<file path="src/rtl/msrv32_pkg.sv">
// Shared definitions for the msrv32 store buffer.
//   - AHB-Lite HTRANS / HSIZE encodings used by the drain engine
//   - store-buffer FSM state encoding
//   - buffered entry layout {word address, byte mask, data} and its width
//   - sb_size_lo(): maps a byte mask to {hsize, haddr[1:0]}
package msrv32_pkg;

  localparam logic [1:0] HTRANS_IDLE   = 2'b00;
  localparam logic [1:0] HTRANS_NONSEQ = 2'b10;

  localparam logic [2:0] HSIZE_BYTE = 3'b000;
  localparam logic [2:0] HSIZE_HALF = 3'b001;
  localparam logic [2:0] HSIZE_WORD = 3'b010;

  typedef enum logic [1:0] {
    SB_IDLE = 2'b00,
    SB_ADDR = 2'b01,
    SB_DATA = 2'b10
  } sb_state_e;

  typedef struct packed {
    logic [29:0] waddr;
    logic [3:0]  mask;
    logic [31:0] data;
  } sb_entry_t;

  localparam int SB_ENTRY_W = $bits(sb_entry_t);

  // Returns {hsize, haddr[1:0]}. Masks that are neither a single lane,
  // an aligned halfword nor a full word are issued as a word transfer.
  function automatic logic [4:0] sb_size_lo(input logic [3:0] mask);
    logic [4:0] res;
    case (mask)
      4'b1111: res = {HSIZE_WORD, 2'b00};
      4'b0011: res = {HSIZE_HALF, 2'b00};
      4'b1100: res = {HSIZE_HALF, 2'b10};
      4'b0001: res = {HSIZE_BYTE, 2'b00};
      4'b0010: res = {HSIZE_BYTE, 2'b01};
      4'b0100: res = {HSIZE_BYTE, 2'b10};
      4'b1000: res = {HSIZE_BYTE, 2'b11};
      default: res = {HSIZE_WORD, 2'b00};
    endcase
    return res;
  endfunction

endpackage

</file>
<file path="src/rtl/msrv32_sb_fifo.sv">
// Store-buffer entry FIFO.
//   clk, rst_n      : clock, synchronous active-low reset (clears pointers/count)
//   push/push_entry : write one entry at the tail
//   pop             : drop the head entry
//   head_entry      : oldest entry (combinational read)
//   next_entry      : entry behind the head, valid when count > 1
//   count           : number of valid entries (0..DEPTH)
//   ld_waddr        : word address to search for load forwarding
//   fwd_hit/mask/data : youngest valid entry whose word address matches
module msrv32_sb_fifo
  import msrv32_pkg::*;
#(
  parameter int DEPTH = 4,
  localparam int PTR_W = $clog2(DEPTH),
  localparam int CNT_W = PTR_W + 1
) (
  input  logic             clk,
  input  logic             rst_n,
  input  logic             push,
  input  sb_entry_t        push_entry,
  input  logic             pop,
  output sb_entry_t        head_entry,
  output sb_entry_t        next_entry,
  output logic [CNT_W-1:0] count,
  input  logic [29:0]      ld_waddr,
  output logic             fwd_hit,
  output logic [3:0]       fwd_mask,
  output logic [31:0]      fwd_data
);

  logic [SB_ENTRY_W-1:0] mem_reg [DEPTH];
  logic [PTR_W-1:0]      rd_ptr_reg;
  logic [PTR_W-1:0]      wr_ptr_reg;
  logic [CNT_W-1:0]      count_reg;

  // Storage needs no reset: validity is carried by count_reg alone.
  always_ff @(posedge clk) begin
    if (push) begin
      mem_reg[wr_ptr_reg] <= push_entry;
    end
  end

  always_ff @(posedge clk) begin
    if (!rst_n) begin
      rd_ptr_reg <= '0;
      wr_ptr_reg <= '0;
      count_reg  <= '0;
    end else begin
      if (push) wr_ptr_reg <= wr_ptr_reg + PTR_W'(1);
      if (pop)  rd_ptr_reg <= rd_ptr_reg + PTR_W'(1);
      case ({push, pop})
        2'b10:   count_reg <= count_reg + CNT_W'(1);
        2'b01:   count_reg <= count_reg - CNT_W'(1);
        default: count_reg <= count_reg;
      endcase
    end
  end

  assign count      = count_reg;
  assign head_entry = sb_entry_t'(mem_reg[rd_ptr_reg]);
  assign next_entry = sb_entry_t'(mem_reg[rd_ptr_reg + PTR_W'(1)]);

  // Slot gi is the entry gi places behind the head, so a higher gi is younger.
  // The in-flight transfer stays at the head until its data phase completes,
  // so it is searched too, including in the cycle it is popped.
  logic [DEPTH-1:0] slot_match;
  logic [PTR_W-1:0] slot_idx   [DEPTH];
  sb_entry_t        slot_entry [DEPTH];

  generate
    for (genvar gi = 0; gi < DEPTH; gi++) begin : g_search
      assign slot_idx[gi]   = rd_ptr_reg + PTR_W'(gi);
      assign slot_entry[gi] = sb_entry_t'(mem_reg[slot_idx[gi]]);
      assign slot_match[gi] = (CNT_W'(gi) < count_reg) &&
                              (slot_entry[gi].waddr == ld_waddr);
    end
  endgenerate

  // Later (younger) matches overwrite earlier ones.
  always_comb begin
    fwd_hit  = 1'b0;
    fwd_mask = '0;
    fwd_data = '0;
    for (int i = 0; i < DEPTH; i++) begin
      if (slot_match[i]) begin
        fwd_hit  = 1'b1;
        fwd_mask = slot_entry[i].mask;
        fwd_data = slot_entry[i].data;
      end
    end
  end

endmodule

</file>
<file path="src/rtl/msrv32_store_buffer.sv">
// Posted-write store buffer between the store unit and the AHB-Lite data bus.
// Buffers up to DEPTH stores and drains each as a single NONSEQ write,
// absorbing HREADY wait states. Bus errors set a sticky flag and the address
// of the first failing transfer is kept.
// Optional build macro MSRV32_STORE_FWD_EN enables load forwarding; without
// it the ld_fwd_* outputs are tied to zero.
// Ports:
//   ms_riscv32_mp_clk_in / ms_riscv32_mp_rst_in : clock, sync active-low reset
//   st_dm*_in, st_ready_out   : store-unit enqueue interface (ready = !full)
//   ahb_*                     : AHB-Lite master write signals
//   sb_empty_out              : nothing buffered and bus idle
//   sb_err_out, sb_err_addr_out : sticky bus error and first error address
//   ld_addr_in, ld_fwd_*      : load forwarding lookup
module msrv32_store_buffer
  import msrv32_pkg::*;
#(
  parameter int DEPTH = 4,
  localparam int PTR_W = $clog2(DEPTH)
) (
  input  logic        ms_riscv32_mp_clk_in,
  input  logic        ms_riscv32_mp_rst_in,
  input  logic [31:0] st_dmdata_in,
  input  logic [31:0] st_dmaddr_in,
  input  logic [3:0]  st_dmwr_mask_in,
  input  logic        st_dmwr_req_in,
  output logic        st_ready_out,
  output logic [31:0] ahb_haddr_out,
  output logic [1:0]  ahb_htrans_out,
  output logic        ahb_hwrite_out,
  output logic [2:0]  ahb_hsize_out,
  output logic [31:0] ahb_hwdata_out,
  input  logic        ahb_hready_in,
  input  logic        ahb_hresp_in,
  output logic        sb_empty_out,
  output logic        sb_err_out,
  output logic [31:0] sb_err_addr_out,
  input  logic [31:0] ld_addr_in,
  output logic        ld_fwd_hit_out,
  output logic [31:0] ld_fwd_data_out,
  output logic [3:0]  ld_fwd_mask_out
);

  localparam int CNT_W = PTR_W + 1;

  logic             clk;
  logic             rst_n;
  logic [CNT_W-1:0] fifo_count;
  sb_entry_t        head_entry;
  sb_entry_t        next_entry;
  sb_entry_t        push_entry;
  logic             push;
  logic             pop;
  logic             full;
  logic             fwd_hit;
  logic [3:0]       fwd_mask;
  logic [31:0]      fwd_data;

  assign clk   = ms_riscv32_mp_clk_in;
  assign rst_n = ms_riscv32_mp_rst_in;

  // Ready comes from the registered count only, so a pop in a full cycle
  // does not let a store in during that same cycle.
  assign full         = (fifo_count == CNT_W'(DEPTH));
  assign st_ready_out = !full;
  // An all-zero mask is handshaken but writes nothing, so it is dropped here.
  assign push         = st_dmwr_req_in && !full && (st_dmwr_mask_in != 4'b0000);
  assign push_entry   = '{waddr: st_dmaddr_in[31:2],
                          mask:  st_dmwr_mask_in,
                          data:  st_dmdata_in};

  msrv32_sb_fifo #(.DEPTH(DEPTH)) u_fifo (
    .clk        (clk),
    .rst_n      (rst_n),
    .push       (push),
    .push_entry (push_entry),
    .pop        (pop),
    .head_entry (head_entry),
    .next_entry (next_entry),
    .count      (fifo_count),
    .ld_waddr   (ld_addr_in[31:2]),
    .fwd_hit    (fwd_hit),
    .fwd_mask   (fwd_mask),
    .fwd_data   (fwd_data)
  );

  sb_state_e   state_reg,    state_next;
  logic [1:0]  htrans_reg,   htrans_next;
  logic [31:0] haddr_reg,    haddr_next;
  logic [2:0]  hsize_reg,    hsize_next;
  logic        hwrite_reg,   hwrite_next;
  logic [31:0] hwdata_reg,   hwdata_next;
  logic        err_reg,      err_next;
  logic [31:0] err_addr_reg, err_addr_next;

  logic        issue;
  sb_entry_t   issue_entry;
  logic [1:0]  issue_lo;

  always_ff @(posedge clk) begin
    if (!rst_n) begin
      state_reg    <= SB_IDLE;
      htrans_reg   <= HTRANS_IDLE;
      haddr_reg    <= '0;
      hsize_reg    <= '0;
      hwrite_reg   <= 1'b0;
      hwdata_reg   <= '0;
      err_reg      <= 1'b0;
      err_addr_reg <= '0;
    end else begin
      state_reg    <= state_next;
      htrans_reg   <= htrans_next;
      haddr_reg    <= haddr_next;
      hsize_reg    <= hsize_next;
      hwrite_reg   <= hwrite_next;
      hwdata_reg   <= hwdata_next;
      err_reg      <= err_next;
      err_addr_reg <= err_addr_next;
    end
  end

  always_comb begin
    state_next    = state_reg;
    htrans_next   = htrans_reg;
    haddr_next    = haddr_reg;
    hsize_next    = hsize_reg;
    hwrite_next   = hwrite_reg;
    hwdata_next   = hwdata_reg;
    err_next      = err_reg;
    err_addr_next = err_addr_reg;
    pop           = 1'b0;
    issue         = 1'b0;
    issue_entry   = head_entry;
    issue_lo      = 2'b00;

    case (state_reg)
      SB_IDLE: begin
        issue = (fifo_count != '0);
      end
      SB_ADDR: begin
        if (ahb_hready_in) begin
          hwdata_next = head_entry.data;
          htrans_next = HTRANS_IDLE;
          state_next  = SB_DATA;
        end
      end
      SB_DATA: begin
        if (ahb_hready_in) begin
          pop = 1'b1;
          if (ahb_hresp_in) begin
            err_next = 1'b1;
            if (!err_reg) err_addr_next = haddr_reg;
          end
          // Chain straight into the next address phase. When the head was
          // the last entry, a store arriving this cycle is issued directly
          // from the input since it is not yet readable from storage.
          if (fifo_count > CNT_W'(1)) begin
            issue       = 1'b1;
            issue_entry = next_entry;
          end else if (push) begin
            issue       = 1'b1;
            issue_entry = push_entry;
          end else begin
            htrans_next = HTRANS_IDLE;
            hwrite_next = 1'b0;
            state_next  = SB_IDLE;
          end
        end
      end
      default: begin
        htrans_next = HTRANS_IDLE;
        state_next  = SB_IDLE;
      end
    endcase

    if (issue) begin
      {hsize_next, issue_lo} = sb_size_lo(issue_entry.mask);
      haddr_next  = {issue_entry.waddr, issue_lo};
      htrans_next = HTRANS_NONSEQ;
      hwrite_next = 1'b1;
      state_next  = SB_ADDR;
    end
  end

  assign ahb_haddr_out   = haddr_reg;
  assign ahb_htrans_out  = htrans_reg;
  assign ahb_hwrite_out  = hwrite_reg;
  assign ahb_hsize_out   = hsize_reg;
  assign ahb_hwdata_out  = hwdata_reg;
  assign sb_empty_out    = (fifo_count == '0) && (state_reg == SB_IDLE);
  assign sb_err_out      = err_reg;
  assign sb_err_addr_out = err_addr_reg;

  // Byte offsets are implied by the mask, so the low address bits are unused.
  logic addr_lo_unused;
  assign addr_lo_unused = ^{st_dmaddr_in[1:0], ld_addr_in[1:0]};

`ifdef MSRV32_STORE_FWD_EN
  assign ld_fwd_hit_out  = fwd_hit;
  assign ld_fwd_mask_out = fwd_mask;
  assign ld_fwd_data_out = fwd_data;
`else
  logic fwd_unused;
  assign fwd_unused      = ^{fwd_hit, fwd_mask, fwd_data};
  assign ld_fwd_hit_out  = 1'b0;
  assign ld_fwd_mask_out = '0;
  assign ld_fwd_data_out = '0;
`endif

endmodule

</file>
<file path="config.mk">
export PLATFORM = sky130hd
export DESIGN_NAME = msrv32_store_buffer
export DESIGN_NICKNAME = d
export VERILOG_FILES = /design/src/rtl/msrv32_pkg.sv /design/src/rtl/msrv32_sb_fifo.sv /design/src/rtl/msrv32_store_buffer.sv
export SDC_FILE = /design/constraint.sdc
export NUM_CORES = 1
export LEC_CHECK = 0
export CORE_MARGIN = 5
export CORE_UTILIZATION = 40
export CTS_CLUSTER_SIZE = 12
export DETAILED_ROUTE_END_ITERATION = 10
export SYNTH_ARGS = -nofsm -noshare
export SYNTH_HDL_FRONTEND = slang
export SYNTH_HIERARCHICAL = 1
export SYNTH_SLANG_ARGS = --single-unit
</file>
<file path="constraint.sdc">
create_clock -name ms_riscv32_mp_clk_in -period 3.8 [get_ports ms_riscv32_mp_clk_in]
set_input_delay 0.76 -clock ms_riscv32_mp_clk_in [delete_from_list [all_inputs] [get_ports ms_riscv32_mp_clk_in]]
set_output_delay 0.76 -clock ms_riscv32_mp_clk_in [all_outputs]
set_load 0.01 [all_outputs]
</file>
==> impl_results.md, run 1 <==
- Fmax: 0.339 GHz
- Aggregate global-route resource usage: 16.6%
- Setup slack after layout: 846 ps
- Yosys Warn Count: 6
- CP Launch Type: flip-flop
- DRC errors left: 0
- Worst-Skew Late Latency: 540 ps
- Num rows: 73
- Largest net degree at the start of global routing: 67
- Die X-Extent: 210 um
- R2R cell count: 7
- Initial DRC Count: 493
- Filler Cell Count: 3445
- Initial antenna violation count: 4
- CTS Sinks: 375
- Launch point of the worst reg-to-reg path: u_fifo/rd_ptr_reg[0]
- Die ar.: 0.0442 mm2
- Drt total wl: 37200 um
- Fin crit period: 2950 ps
- Wire per inst: 20.4 um
- Kind of critical path: flip-flop to primary output
- R2r setup slk: 1150 ps
- Tcrit/Tclk final: 77.7%
- Vias in the first global route: 9696
- Filler-free cell count of the finished design: 1826
- DP HPWL: 23100 um
- Crit Reg-Reg Endpoint: ahb_hsize_out[0]
- Worst Max-Slew Pin Slew: 715 ps
- Die Span Y: 210 um
- Vias per cell: 5.10
- CTS Buf Count: 41
- Max VDD drop: 416 uV
- Required @ worst endpoint: 3040 ps
- Psw: 2.26 mW
- Cell count after synthesis: 1130
- Min-Delay Endpoint: sb_err_addr_out[8]
- Via count: 9318
- Final Setup Violations: 0
- Post_cts resized: 0
- GR Util met2: 27.6%
- Clk network pwr share: 39.0%
- Worst slack, placed: 476 ps
- Most frequent cells in the layout: edfxtp_1 (264), clkdlybuf4s50_1 (172), nand2_1 (168), dfxtp_1 (108), mux4_2 (82)
- Setup bufs post-CTS: 0
- H-tree depth: 2
- Number of routed nets with antenna violations: 0
- Number of max-cap violations: 0
- Met3 Use GR: 4.87%
- Worst Clk Skew: 14.7 ps
- Max reg flops: 264
- Area Growth Syn to Fin: 20.4%
- Sequential cell fraction of total power: 49.7%
- Worst Hold Class: flip-flop to flip-flop
- Dpl cells: 1752
- Met1 Usage GRT: 21.6%
- Relative slew margins: 52.3%
- CTS clk-pin slew, worst paths: 60 ps
- Final slew viol count: 0
- # IOs: 247
- Crit Path Max Fanout: 10
- Total grt overflow: 0
- First-pass GRT wire length: 57300 um
- Logic pwr share: 11.3%
- LEAKAGE: 6.21 nW
- Port Buffers: 173
- Int Pwr: 7.31 mW
- Final setup TNS: 0 ps
- Hold Path Origin: sb_err_addr_out[8]
- Final Hold Vio Count: 0
- Maximum buffer depth of the clock tree: 3
- Power Dens Cells: 495 mW/mm2
- Switching share of power: 23.6%
- Diodes inserted: 0
- Core area: 0.0397 mm2
- CTS tree: yes
- RSZ-0062 raised after global routing: false
- Starting density of the core: 40.4%
- Clk root buf: clkbuf_16
- Hold Buf Count CTS: 0
- Layout cell share with drive strength beyond 1: 14.8%
- Synth Cell Area: 0.0160 mm2
- Hold depth: 2
- Nets: 1382
- 1st-pass router iterations: 7
- Critical Path End Type: primary output
- Most common cell after layout, fill and taps aside: edfxtp_1
- GR peak layer: met2
- Avg Cell Area, Syn: 14.2 um2
- Worst path arrival time: 2190 ps
- Outcome: completed
- Global placer's final weighted congestion: 0.722
layout make-up:
type | count | area [um2] | share of cell area, %
Tap cell | 525 | 657 | 3.40
Sequential cell | 375 | 10200 | 52.6
Timing Repair Buffer | 202 | 2030 | 10.5
Multi-Input combinational cell | 641 | 5170 | 26.8
Inverter | 9 | 33.8 | 0.175
Clock inverter | 14 | 129 | 0.667
Clock buffer | 60 | 1130 | 5.84
worst max-delay path, stage by stage, from the launching register on:
cell             delay, ps
dfxtp_1                420
or2_2                  370
nor4_1                 260
clkdlybuf4s50_1        610
per-stage QoR:
step	power (mW)	area (um2)	hold WS [ps]	utilization [%]
finish	9.56	19300	459	48.6
global route	9.99	19300	482	48.6
CTS	9.70	19300	464	48.6
detailed placement	5.94	18100	456	45.4
global placement	5.92	18100	449	45.4
floorplan	5.44	16200	461	-
routing by layer:
metal  wire length, um  vias up  share of wire, %
met2             17900      265                48
met4               764        8               2.1
li1                  -     4389                 -
met5                47        -              0.13
met3              2590       66               7.0
met1             15900     4590                43
power groups by stage:
| stage | combinational [mW] | clock, mW | sequential [mW] |
|---|---|---|---|
| 2_1_floorplan | 0.610 | 0 | 4.83 |
| 3_3_place_gp | 1.09 | 0 | 4.83 |
| 3_5_place_dp | 1.10 | 0 | 4.84 |
| 4_1_cts | 1.10 | 3.85 | 4.75 |
| 5_1_grt | 1.18 | 4.04 | 4.77 |
| 6_report | 1.08 | 3.73 | 4.75 |
how the worst max path moves through the flow:
| stage | from | to | slack, ps |
|---|---|---|---|
| 6_report | u_fifo/count[2] | sb_empty_out | 850 |
| 5_1_grt | u_fifo/count[2] | sb_empty_out | 730 |
| 4_1_cts | u_fifo/count[1] | sb_empty_out | 810 |
| 3_5_place_dp | st_dmwr_mask_in[2] | u_fifo/mem_reg[3][18] | 480 |
| 3_3_place_gp | st_dmwr_mask_in[0] | u_fifo/mem_reg[3][18] | 520 |
| 2_1_floorplan | st_dmwr_mask_in[0] | u_fifo/mem_reg[0][0] | 320 |
Note: power is estimated with default switching activity, not from simulation.
==> run 2, diff against run 1 <==
clock period = 2.8 ns   (was 3.8 ns; I/O delays follow)
==> run 2 against run 1 <==
Effect of this change:
- final cell count increased by 1.1%
- clock power grew 37%
- design area is 1.7% higher
- sequential share of layout area decreased by 0.89 points
- die area unchanged
- critical path type unchanged
- critical endpoint unchanged
- largest cell class unchanged
- highest routed layer unchanged
==> impl_results.md, run 2 (same netlist as run 1, synthesis figures left out) <==
- DRC errors left: 0 (unchanged)
- Die Span Y: 210 um (unchanged)
- Power Dens Cells: 669 mW/mm2 (+35%)
- Vias per cell: 5.15 (+0.88%)
- Worst path arrival time: 1940 ps (-250 ps)
- Launch point of the worst reg-to-reg path: u_fifo/rd_ptr_reg[0]
- Worst-Skew Late Latency: 540 ps (about the same)
- Filler-free cell count of the finished design: 1846 (+1.1%)
- Relative slew margins: 59.3% (+6.9 points)
- CTS Sinks: 375 (unchanged)
- Area Growth Syn to Fin: 22.5%
- Initial DRC Count: 512 (+3.9%)
- Die X-Extent: 210 um (unchanged)
- Initial antenna violation count: 4 (unchanged)
- Kind of critical path: flip-flop to primary output
- Number of routed nets with antenna violations: 0 (unchanged)
- Max VDD drop: 664 uV (+60%)
- Tcrit/Tclk final: 89.2%
- Final Util: 49.4% (+0.85 points)
- Via count: 9503 (+2.0%)
- Wire per inst: 20.4 um (+0.14%)
- RSZ-0062 raised after global routing: false
- Critical Path End Type: primary output
- Worst Hold Class: flip-flop to flip-flop
- Worst Setup EP: sb_empty_out
- Largest net degree at the start of global routing: 58 (-13%)
- Crit path buf inv count: 1 (unchanged)
- Core area: 0.0397 mm2 (unchanged)
- Fmax: 0.400 GHz
- First-pass GRT wire length: 57600 um (+0.47%)
- Crit Path Max Fanout: 10 (unchanged)
- Fin crit period: 2500 ps
- CP Launch Type: flip-flop
- Dpl cells: 1771 (+1.1%)
- CP max stage cell: dfxtp_1
- Hold_ws: 457 ps (-2.19 ps)
- CTS clk-pin slew, worst paths: 60 ps (about the same)
- R2r setup slk: 560 ps (-590 ps)
- Required @ worst endpoint: 2240 ps (-800 ps)
- Starting density of the core: 40.4% (unchanged)
- Drt total wl: 37700 um (+1.2%)
- Most common cell after layout, fill and taps aside: edfxtp_1
- CP Depth: 3 (unchanged)
- H-tree depth: 2 (unchanged)
- Total grt overflow: 0 (unchanged)
- Vias in the first global route: 9722 (+0.27%)
- Worst Clk Skew: 9.34 ps (-5.39 ps)
- Num rows: 73 (unchanged)
- Nets: 1401 (+1.4%)
- Final Hold Vio Count: 0 (unchanged)
- Port Buffers: 173 (unchanged)
- Max reg flops: 264 (unchanged)
- Number of max-cap violations: 0 (unchanged)
- Critical path, cell by cell: or2_2, nor4_1, dlygate4sd2_1
- Critical path startpoint: u_fifo/count[1]
- Die ar.: 0.0442 mm2 (unchanged)
- Global placer's final weighted congestion: 0.735 (+1.8%)
- Outcome: completed
- Crit Reg-Reg Endpoint: ahb_hsize_out[0]
- CTS tree: yes
- LEAKAGE: 6.36 nW (+2.5%)
- DP HPWL: 24100 um (+4.3%)
- Layout cell share with drive strength beyond 1: 16.0% (+1.2 points)
- Worst Max-Slew Pin Slew: 611 ps (-104 ps)
- Clk root buf: clkbuf_16
- Most frequent cells in the layout: edfxtp_1 (264), clkdlybuf4s50_1 (171), nand2_1 (168), dfxtp_1 (108), mux4_2 (82)
- # IOs: 247 (unchanged)
- Final setup TNS: 0 ps (unchanged)
- CTS Buf Count: 41 (unchanged)
- Worst path max stage delay: 420 ps (-190 ps)
- 1st-pass router iterations: 5 (-2)
- Hold Buf Count CTS: 0 (unchanged)
- Top delay family on crit path: simple AND/OR/NAND/NOR gates
- R2R cell count: 7 (unchanged)
- Aggregate global-route resource usage: 16.7% (+0.079 points)
- Maximum buffer depth of the clock tree: 3 (unchanged)
- Diodes inserted: 0 (unchanged)
- Pwr Total: 13.1 mW (+37%)
- Final Setup Violations: 0 (unchanged)
- Final slew viol count: 0 (unchanged)
==> run 2: cell count changes in the layout (fill, tap and decap cells not counted), sizes merged <==
cell | before | now
clkinv | 8 | 7
clkbuf | 60 | 65
clkdlybuf4s50 | 172 | 171
dlygate4sd2 | 0 | 1
buf | 30 | 49
inv | 12 | 11
bufinv | 2 | 1
clkinvlp | 1 | 0
==> run 2: per-stage QoR <==
step,setup slack (ps),area [um2]
after floorplan,86.6,16200
after global placement,145,18400
after detailed placement,118,18400
after CTS,179,19600
after global routing,64.9,19600
final,301,19600
==> run 2: worst min-delay path by stage <==
stage / start / end / slack [ps] / depth (start not counted)
2_1_floorplan: u_fifo/count[2] / u_fifo/count[2] / 460 / 2
3_3_place_gp: sb_err_addr_out[25] / sb_err_addr_out[25] / 450 / 2
3_5_place_dp: sb_err_addr_out[20] / sb_err_addr_out[20] / 460 / 2
4_1_cts: ahb_hwdata_out[31] / ahb_hwdata_out[31] / 460 / 2
5_1_grt: sb_err_addr_out[15] / sb_err_addr_out[15] / 480 / 2
6_report: sb_err_addr_out[27] / sb_err_addr_out[27] / 460 / 2
==> run 2: layout make-up <==
class | instances | area (um2)
Tap cell | 525 | 657
Clock inverter | 10 | 92.6
Inverter | 9 | 33.8
Sequential cell | 375 | 10200
Multi-Input combinational cell | 641 | 5170
Clock buffer | 65 | 1180
Fill cell | 3439 | 20100
Timing Repair Buffer | 221 | 2350
==> run 2: timing repair <==
action | in CTS | in global routing
buffers inserted | 0 | 0
gates resized for setup | 1 | 0
endpoints found under the hold margin | 0 | 0
endpoints found under the setup margin | 1 | 0
==> run 2: report_power, final <==
group	switching, mW	total (mW)	internal [mW]
Combinational	0.830	1.57	0.740
Sequential	0.179	6.45	6.27
Clock	2.12	5.12	3.00
==> run 2: worst reg2reg max path, delay by kind of cell (launching register included) <==
kind / cells / cell delay (ps)
AOI/OAI and AO/OA: 4 / 760
DFF: 1 / 410
muxes: 1 / 510
and+or+nand+nor: 2 / 480
==> run 2: metal layers <==
layer  routed length, um  vias to the layer above  global-route usage [%]
met5                  48                        -                       0
met4                 658                        8                    4.10
met3                2780                       54                    4.35
met2               18100                      270                    27.8
met1               16100                     4744                    22.1
li1                    -                     4427                       -
==> run 3, diff against run 2 <==
CELL_PAD_IN_SITES_DETAIL_PLACEMENT = 1   (was not set)
CELL_PAD_IN_SITES_GLOBAL_PLACEMENT = 2   (was not set)
CORE_ASPECT_RATIO = 0.6   (was not set)
PLACE_DENSITY_LB_ADDON = 0.1   (was not set)
==> run 3 against run 2 <==
Effect of this change:
- flip-flop and latch count stayed put
- largest power group unchanged
- power fell by 1.9%
- critical path depth grew 4
- design area up 0.22%
- clock skew rose by 4.1 ps
- maximum frequency grew 2.0%
- setup slack better by 49 ps
- global-route usage rose by 2.3 points
- core utilization is 0.64 points higher
- critical endpoint is now ahb_hsize_out[0]
- non-clock buffer count up 29
==> impl_results.md, run 3 (same netlist as run 1, synthesis figures left out) <==
- Outcome: completed
- H-tree depth: 2 (unchanged)
- Hold depth: 2 (unchanged)
- Die ar.: 0.0443 mm2 (+0.30%)
- Worst Clk Skew: 13.4 ps (+4.08 ps)
- Critical path startpoint: u_fifo/rd_ptr_reg[0]
- Setup bufs post-CTS: 0 (unchanged)
- Post_cts resized: 0 (-1)
- Required @ worst endpoint: 3250 ps (+1010 ps)
- DRC errors left: 0 (unchanged)
- Num rows: 56 (-23%)
- Aggregate global-route resource usage: 19.0% (+2.3 points)
- CTS clk-pin slew, worst paths: 60 ps (about the same)
- 1st-pass router iterations: 4 (-1)
- Min-Delay Endpoint: ahb_hwdata_out[28]
- Diodes inserted: 0 (unchanged)
- Final setup TNS: 0 ps (unchanged)
- Cell Area, Placed: 0.0186 mm2 (+1.1%)
- Final Setup Violations: 0 (unchanged)
- First-pass GRT wire length: 64200 um (+12%)
- Most common cell after layout, fill and taps aside: edfxtp_1
- Number of routed nets with antenna violations: 0 (unchanged)
- Kind of critical path: flip-flop to flip-flop
- # IOs: 247 (unchanged)
- Largest net degree at the start of global routing: 44 (-24%)
- Max VDD drop: 426 uV (-36%)
- Drt total wl: 42700 um (+13%)
- Die Span Y: 165 um (-21%)
- Filler Cell Count: 3844 (+12%)
- Vias per cell: 5.22 (+1.4%)
- R2R cell count: 7 (unchanged)
- Area Growth Syn to Fin: 22.8%
- Initial DRC Count: 865 (+69%)
- Relative slew margins: 44.9% (-14 points)
- CTS Sinks: 375 (unchanged)
- Fin crit period: 2450 ps (-48.6 ps)
- R2r setup slk: 350 ps (-210 ps)
- Total grt overflow: 0 (unchanged)
- Dpl cells: 1797 (+1.5%)
- Most frequent cells in the layout: edfxtp_1 (264), clkdlybuf4s50_1 (171), nand2_1 (168), dfxtp_1 (108), mux4_2 (82)
- Final Util: 50.1% (+0.64 points)
- DP HPWL: 28900 um (+20%)
- Crit Path Max Fanout: 6 (-4)
- Die X-Extent: 269 um (+28%)
- Max reg flops: 264 (unchanged)
- Launch point of the worst reg-to-reg path: u_fifo/rd_ptr_reg[0]
- Final instance area: 0.0197 mm2 (+0.22%)
- CTS Buf Count: 38 (-7.3%)
- Tcrit/Tclk final: 87.5% (-1.7 points)
- LEAKAGE: 6.42 nW (+0.90%)
- Global placer's final weighted congestion: 0.744 (+1.3%)
- Worst-Skew Late Latency: 530 ps (about the same)
- Worst Max-Slew Pin Slew: 826 ps (+215 ps)
- Nets: 1427 (+1.9%)
- Worst Hold Class: flip-flop to flip-flop
- Hold Buf Count CTS: 0 (unchanged)
- Filler-free cell count of the finished design: 1863 (+0.92%)
- Crit Reg-Reg Endpoint: ahb_hsize_out[0]
- CTS tree: yes
- Hold_ws: 460 ps (+2.63 ps)
- RSZ-0062 raised after global routing: false
- Maximum buffer depth of the clock tree: 3 (unchanged)
- Initial antenna violation count: 1 (-3)
- Wire per inst: 22.9 um (+12%)
- Power Dens Cells: 654 mW/mm2 (-2.1%)
- Via count: 9720 (+2.3%)
- Hold Path Origin: ahb_hwdata_out[28]
- CP Launch Type: flip-flop
- Worst path arrival time: 2900 ps (+960 ps)
- Layout cell share with drive strength beyond 1: 17.4% (+1.4 points)
- Fmax: 0.408 GHz (+2.0%)
- Core area: 0.0393 mm2 (-1.1%)
- Clk root buf: clkbuf_16
- Final Hold Vio Count: 0 (unchanged)
- Port Buffers: 173 (unchanged)
- Number of max-cap violations: 0 (unchanged)
- Starting density of the core: 40.8% (+0.44 points)
- Vias in the first global route: 10.2k (+4.5%)
- Critical Path End Type: flip-flop
- Final slew viol count: 0 (unchanged)
[run 3: cell types whose count changed in the layout (fill, tap and decap cells not counted), sizes merged]
cell / previous run / this run
dlygate4sd2: 1 / 0
bufinv: 1 / 0
clkbuf: 65 / 61
buf: 49 / 78
clkinv: 7 / 3
dlymetal6s2s: 0 / 1
[run 3: area by class of cell]
| cell class | count | area [um2] | share of cell area [%] |
|---|---|---|---|
| multi-input cells | 641 | 5160 | 26.2 |
| clock buffers | 61 | 1070 | 5.45 |
| flip-flops and latches | 375 | 10200 | 51.6 |
| repair buffers | 250 | 2570 | 13.1 |
| clock inverters | 5 | 43.8 | 0.222 |
| inverters | 9 | 33.8 | 0.172 |
| well taps | 522 | 653 | 3.32 |
[run 3: worst max path at each step]
stage	cells past startpoint	to	slack, ps
6_report	7	ahb_hsize_out[0]	350
5_1_grt	7	ahb_hsize_out[0]	190
4_1_cts	3	sb_empty_out	20
3_5_place_dp	7	u_fifo/mem_reg[1][23]	-30
3_3_place_gp	7	u_fifo/mem_reg[1][28]	2
2_1_floorplan	13	ahb_hsize_out[0]	90
[run 3: layer usage]
metal / wire, um / vias up / part of all wire [%] / global-route usage (%)
met3: 2280 / 48 / 5.3 / 3.79
met5: 13 / - / 0.030 / 0
met2: 18000 / 232 / 42 / 27.5
met1: 21700 / 4975 / 51 / 29.9
li1: - / 4463 / - / -
met4: 704 / 2 / 1.6 / 4.12
[run 3: metrics by stage]
step           power [mW]  setup WS [ps]
2_1_floorplan        7.38           86.6
3_3_place_gp         8.30           2.49
3_5_place_dp         8.33          -33.2
4_1_cts              13.1           22.7
5_1_grt              13.5            190
6_report             12.9            350
[run 3: where the power goes]
part           internal, mW  switching, mW
clock network          2.63           2.06
registers              6.27          0.201
logic                 0.805          0.926
total                  9.70           3.18
[run 3: critical path: stages, from the launching register on]
cell       delay, ps
dfxtp_2          480
mux4_2           540
o21a_1           120
a31oi_1          230
a2bb2oi_1        340
nand2_1          160
or3_1            330
a31oi_1          170
